### src/rtl/axis_byte_packer.sv
// Packs an 8-bit AXI-Stream byte stream into DATA_WIDTH-bit words with strobes.
// Define AXIS_BYTE_PACKER_BIG_ENDIAN_EN to fill lanes from the MSB down.
module axis_byte_packer #(
    parameter int DATA_WIDTH = 32,
    parameter int LANES      = DATA_WIDTH / 8,
    parameter int CNT_WIDTH  = $clog2(LANES)
) (
    input  logic                  axis_aclk,
    input  logic                  axis_areset,
    input  logic [7:0]            s01_axis_tdata,
    input  logic                  s01_axis_tstrb,
    input  logic                  s01_axis_tvalid,
    input  logic                  s01_axis_tlast,
    output logic                  s01_axis_tready,
    output logic [DATA_WIDTH-1:0] m01_axis_tdata,
    output logic [LANES-1:0]      m01_axis_tstrb,
    output logic                  m01_axis_tvalid,
    output logic                  m01_axis_tlast,
    input  logic                  m01_axis_tready,
    output logic [15:0]           pkt_count
);

    logic [CNT_WIDTH-1:0]  cnt;
    logic [CNT_WIDTH-1:0]  lane;
    logic [DATA_WIDTH-1:0] acc;
    logic [DATA_WIDTH-1:0] acc_with;
    logic [LANES-1:0]      strb;
    logic [LANES-1:0]      strb_with;
    logic                  beat;
    logic                  complete;
    logic                  out_fire;

    assign s01_axis_tready = !axis_areset && (!m01_axis_tvalid || m01_axis_tready);
    assign beat     = s01_axis_tvalid && s01_axis_tready;
    assign out_fire = m01_axis_tvalid && m01_axis_tready;
    assign complete = beat && ((s01_axis_tstrb && cnt == CNT_WIDTH'(LANES - 1))
                               || s01_axis_tlast);

    // Accumulator as it would look with the current byte merged in.
    always_comb begin
`ifdef AXIS_BYTE_PACKER_BIG_ENDIAN_EN
        lane = CNT_WIDTH'(LANES - 1) - cnt;
`else
        lane = cnt;
`endif
        acc_with  = acc;
        strb_with = strb;
        if (s01_axis_tstrb) begin
            acc_with        = acc | (DATA_WIDTH'(s01_axis_tdata) << (8 * lane));
            strb_with[lane] = 1'b1;
        end
    end

    always_ff @(posedge axis_aclk or posedge axis_areset) begin
        if (axis_areset) begin
            cnt             <= '0;
            acc             <= '0;
            strb            <= '0;
            m01_axis_tdata  <= '0;
            m01_axis_tstrb  <= '0;
            m01_axis_tvalid <= 1'b0;
            m01_axis_tlast  <= 1'b0;
        end else if (complete) begin
            m01_axis_tdata  <= acc_with;
            m01_axis_tstrb  <= strb_with;
            m01_axis_tlast  <= s01_axis_tlast;
            m01_axis_tvalid <= 1'b1;
            cnt             <= '0;
            acc             <= '0;
            strb            <= '0;
        end else begin
            if (out_fire) begin
                m01_axis_tvalid <= 1'b0;
            end
            if (beat && s01_axis_tstrb) begin
                acc  <= acc_with;
                strb <= strb_with;
                cnt  <= cnt + CNT_WIDTH'(1);
            end
        end
    end

    always_ff @(posedge axis_aclk or posedge axis_areset) begin
        if (axis_areset) begin
            pkt_count <= '0;
        end else if (out_fire && m01_axis_tlast) begin
            pkt_count <= pkt_count + 16'd1;
        end
    end

endmodule

### config.mk
export PLATFORM = sky130hd
export DESIGN_NAME = axis_byte_packer
export DESIGN_NICKNAME = d
export VERILOG_FILES = /design/src/rtl/axis_byte_packer.sv
export SDC_FILE = /design/constraint.sdc
export NUM_CORES = 1
export LEC_CHECK = 0
export BUFFER_PORTS_ARGS = -buffer_cell sky130_fd_sc_hd__buf_2
export CAP_MARGIN = 20
export CORE_UTILIZATION = 25
export DETAILED_ROUTE_END_ITERATION = 16
export GPL_ROUTABILITY_DRIVEN = 0
export GPL_TIMING_DRIVEN = 0
export PLACE_DENSITY = 0.42
export SLEW_MARGIN = 10
export SYNTH_ARGS = -nofsm -noshare
export SYNTH_HDL_FRONTEND = slang
export SYNTH_SLANG_ARGS = --single-unit
### constraint.sdc
create_clock -name axis_aclk -period 12.25 [get_ports axis_aclk]
set_clock_uncertainty 0.15 [all_clocks]
set_input_delay 3.0625 -clock axis_aclk [delete_from_list [all_inputs] [get_ports axis_aclk]]
set_output_delay 3.0625 -clock axis_aclk [all_outputs]
set_load 0.05 [all_outputs]
== After elaboration in Yosys (flattened, before gate mapping) ==
Index checks and enable logic that the tools add are counted.

* Bits in registers: 92
* Input bits: 14
* Output and inout port bits: 55

* Add/sub/neg operators: 2
* Order comparisons: 2
* Eq/ne operators: 1
* Shift-type cells: 1
* Mux-type cells: 12
* Bitwise logic cells: 2
* Reduce and logical (&&, ||, !) cells: 14

{| class="wikitable"
|+ Operator list
! kind !! count
|-
| $mux 32 || 3
|-
| $or 32x32->32 || 1
|-
| $shl 8x5->32 || 1
|-
| $add 16x1->16 const B || 1
|-
| $mux 4 || 3
|-
| $logic_and 1x1->1 || 8
|-
| $mux 2 || 2
|-
| $or 4x4->4 || 1
|-
| $reduce_bool 2->1 || 2
|-
| $lt 2x3->1 const B || 1
|-
| $mux 1 || 3
|-
| $add 2x1->2 const B || 1
|-
| $demux 1 s2 || 1
|-
| $eq 2x2->1 const B || 1
|-
| $ge 2x1->1 const B || 1
|-
| $logic_not 1->1 || 2
|-
| $logic_or 1x1->1 || 2
|}

== Longest topological paths before layout ==
* Depth after elaboration: 8
* Gate-level depth with buffers: 6
* Mapped depth without buffers: 5

== Least setup slack after synthesis ==
OpenSTA, ideal clock, no wires.

* Path type: input to output
* Start point: input port axis_areset
* End point: output port s01_axis_tready
* Arrival time: 5.681 ns
* Data required time: 9.037 ns
* Slack: 3.357 ns
* Cell stages on the path: 2
* Path through: inv_1 > and2_1

* Longest elaborated chain between the ends: 2

{| class="wikitable"
|+ RTL lines
! item !! line !! text
|-
| start, declared || 9 || <nowiki>input logic axis_areset,</nowiki>
|-
| $logic_not 1->1 (no source line) || n/a ||
|-
| $logic_and 1x1->1 || 33 || <nowiki>assign s01_axis_tready = !axis_areset && (!m01_axis_tvalid || m01_axis_tready);</nowiki>
|-
| end, declared || 14 || <nowiki>output logic s01_axis_tready,</nowiki>
|}

Every way passes these cells.

== Worst setup path in the final report ==
Same ends and word-level chain as after synthesis.

==> summary.log <==
[outcome] status finished clean
[routing] vias after detailed routing 2879
[run] Maximum Capacitance Violations 0
[timing] total setup violations reported at the end of the flow 0
[die] starting density of the core 25.99%
[timing] number of max-slew violations in the final report 0
[routing] Detailed Routing Iterations Pass 1 4
[timing] maximum achievable frequency 131.7 MHz
[logic_synthesis] top flip-flop cell by instance count after synthesis sky130_fd_sc_hd__dfrtp_1
[clock_network] CTS H-tree lvls 3
[finish] most frequent cells in the layout sky130_fd_sc_hd__dfrtp_1 (92), sky130_fd_sc_hd__buf_2 (78), sky130_fd_sc_hd__a21oi_1 (59), sky130_fd_sc_hd__nand2_1 (43), sky130_fd_sc_hd__nor2_1 (40)
[clock_network] number of post-CTS setup repair buffers 0
[finish] synth-to-layout area growth 22.09%
[place] port bufs 59
[die] total die area 0.01584 mm²
[clock_network] clk buf depth 2
[die] placeable core area 0.01475 mm²
[routing] number of vias per cell after detailed routing 4.563
[logic_synthesis] Synth top area share 60.03%
[logic_synthesis] synthesized netlist net count 391
[routing] final antenna-violating net count 0
[finish] diodes inserted 0
[logic_synthesis] post-synthesis cell area 0.003835 mm²
[grt] number of global-route vias before repair 2985
[logic_synthesis] count of unique library cells instantiated by Yosys 34
[grt] first-pass GRT wire length 16300 µm
[timing] relative slew slack 62.91%
[grt] initial antenna violation count 0
[logic_synthesis] area leader, netlist sky130_fd_sc_hd__dfrtp_1
[critical_path] worst reg2reg setup slack 9.94 ns
[power] standby leakage power 2.323 nW
[power] worst vdd ir 0.00007066 V
[logic_synthesis] number of synthesized register bits 92
[logic_synthesis] Seq/Total Area, Yosys 60.03%
[clock_network] Clock Sinks 92
[finish] final cell count without fillers 631
[clock_network] clock latency on the worst-skew pair 0.35 ns
[routing] final routed DRC violation total 0
[critical_path] launching point of the worst reg2reg path cnt[0]$_DFFE_PP0P_
[logic_synthesis] largest cells by area after synthesis sky130_fd_sc_hd__dfrtp_1 (60%), sky130_fd_sc_hd__a21oi_1 (7.7%), sky130_fd_sc_hd__o21ai_0 (4.7%)
[critical_path] Setup Crit Path Kind in2out
[finish] fraction of the core area covered by cells at the end of the flow 31.73%
[critical_path] data required time at the worst endpoint 9.04 ns
[logic_synthesis] number of flops mapped to enable cells by yosys 0
[grt] global routing usage summed across all routing layers 13.54%
[timing] transition at the pin with the smallest max-transition slack 0.5563 ns
[timing] Final Hold Violating Endpoints 0
[worst_hold_path] worst min-delay path class reg2reg
[routing] 1st-iter DRT viols 170
[grt] overall overflow remaining after global route 0
[clock_network] TritonCTS clock tree done
[place] DP Wirelength 6633 µm
[critical_path] Worst EP arrival 4.38 ns
[finish] net total in the final layout 462
[clock_network] root buffer cell sky130_fd_sc_hd__clkbuf_16
[routing] aggregate routed wire length 9841 µm
[logic_synthesis] Mapped Cells 372
[critical_path] Worst Setup End Kind output pin
[place] placed insts 616
[routing] WL/cell 15.60 µm
[timing] share of the clock period used by the worst path after layout 61.96%
[finish] most frequent standard cell in the layout excluding fill and tap cells sky130_fd_sc_hd__dfrtp_1
[logic_synthesis] Mean Syn Cell Area 10.31 µm²
[power] power per cell area 206.1 mW/mm²
[clock_network] Resize count post-CTS 0
[timing] setup total negative slack 0 ns
[timing] post-route minimum period 7.590 ns
[die] chip height 125.9 µm
[clock_network] number of buffers created by CTS 9
[finish] final design area excluding fillers 0.004682 mm²
[timing] unrepaired setup endpoints after global routing no
[die] width of the die 125.9 µm
[logic_synthesis] async set-reset flop share out of synthesis 100.0%
[finish] layout cell share with drive strength beyond 1 23.94%
[worst_hold_path] launch point of the worst hold path pkt_count[15]$_DFFE_PP0P_
[place] DP Area 0.004390 mm²
[critical_path] Critical Path Source axis_areset
[logic_synthesis] YS warnings 0
[clock_network] clk slew on worst S/H paths 0.06 ns
[die] count of pins on the block boundary 69
[clock_network] # hold bufs at CTS 0
[die] row count 44
[critical_path] Critical Path Start Type primary input
[critical_path] largest fanout of any net on the critical path 56
[grt] largest net degree at the start of global routing 57
[synthesized netlist by cell type, types with 5 or more instances]
master / n
sky130_fd_sc_hd__dfrtp_1: 92
sky130_fd_sc_hd__a21oi_1: 59
sky130_fd_sc_hd__nand2_1: 43
sky130_fd_sc_hd__nor2_1: 40
sky130_fd_sc_hd__o21ai_0: 36
sky130_fd_sc_hd__buf_2: 19
sky130_fd_sc_hd__a31oi_1: 12
sky130_fd_sc_hd__xnor2_1: 11
sky130_fd_sc_hd__and4_1: 5
sky130_fd_sc_hd__clkbuf_1: 5
sky130_fd_sc_hd__ha_1: 5
sky130_fd_sc_hd__inv_1: 5
[report_power, final]
part | leakage [nW] | internal, mW | switching [mW]
sequential | 1.24 | 0.360 | 0.0391
combinational | 0.940 | 0.0717 | 0.212
clock | 0.146 | 0.163 | 0.119
total | 2.32 | 0.595 | 0.370
[routing by layer]
layer  part of all wire [%]  vias to the layer above  wire, µm  track usage, %
met5                      0                        -         0               0
met4                    1.8                        0       173           5.953
met3                    4.1                       10       403           3.229
met2                     46                       58      4489           20.78
met1                     49                     1395      4774           18.21
li1                       -                     1416         -               -
[through the flow]
stage	setup WS (ns)	hold WS, ns	power (mW)
finish	4.660	0.3124	0.9651
global route	4.475	0.3497	1.019
CTS	4.578	0.3214	0.9802
detailed placement	4.576	0.3084	0.6919
global placement	2.362	0.3082	0.6878
floorplan	3.357	0.3105	0.6150
[final timing paths]
path                                                      end  cells after the start
worst max-delay path                          s01_axis_tready                      5
worst min-delay path                pkt_count[15]$_DFFE_PP0P_                      1
worst max register to register  m01_axis_tdata[1]$_DFFE_PP0P_                      5
worst min register to register      pkt_count[15]$_DFFE_PP0P_                      1
max in group asynchronous       m01_axis_tstrb[1]$_DFFE_PP0P_                      3
min in group asynchronous                 acc[17]$_DFFE_PP0P_                      2
[state kept, by name, summed over array words and instances (netlist names)]
name and cells:
cnt 2, acc 32, m01_axis_tlast 1, strb 4
m01_axis_tvalid 1, pkt_count 16, m01_axis_tstrb 4, m01_axis_tdata 32
[final cells by class]
class	count	area [µm²]
Buffer	30	171.4
Clock buffer	11	242.7
Clock inverter	4	48.80
Fill cell	1548	10070
Inverter	5	21.27
Multi-Input combinational cell	245	1343
Sequential cell	92	2302
Tap cell	184	230.2
Timing Repair Buffer	60	322.8
[kinds of logic after synthesis]
kind of cell / Yosys count / share of synthesized area (%)
AOI/OAI and AO/OA: 114 / 16.02
and+or+nand+nor: 110 / 13.64
DFF: 92 / 60.03
buffers and inverters: 35 / 4.959
xor gates and xnor gates: 15 / 3.426
adders and majority gates: 5 / 1.631
muxes: 1 / 0.2936
[critical path, stage by stage]
cell and delay [ns]:
sky130_fd_sc_hd__buf_2 0.11, sky130_fd_sc_hd__inv_4 0.39, sky130_fd_sc_hd__buf_16 0.33, sky130_fd_sc_hd__and2_1 0.17, sky130_fd_sc_hd__buf_2 0.26
Power figures use the tool's default switching activity.
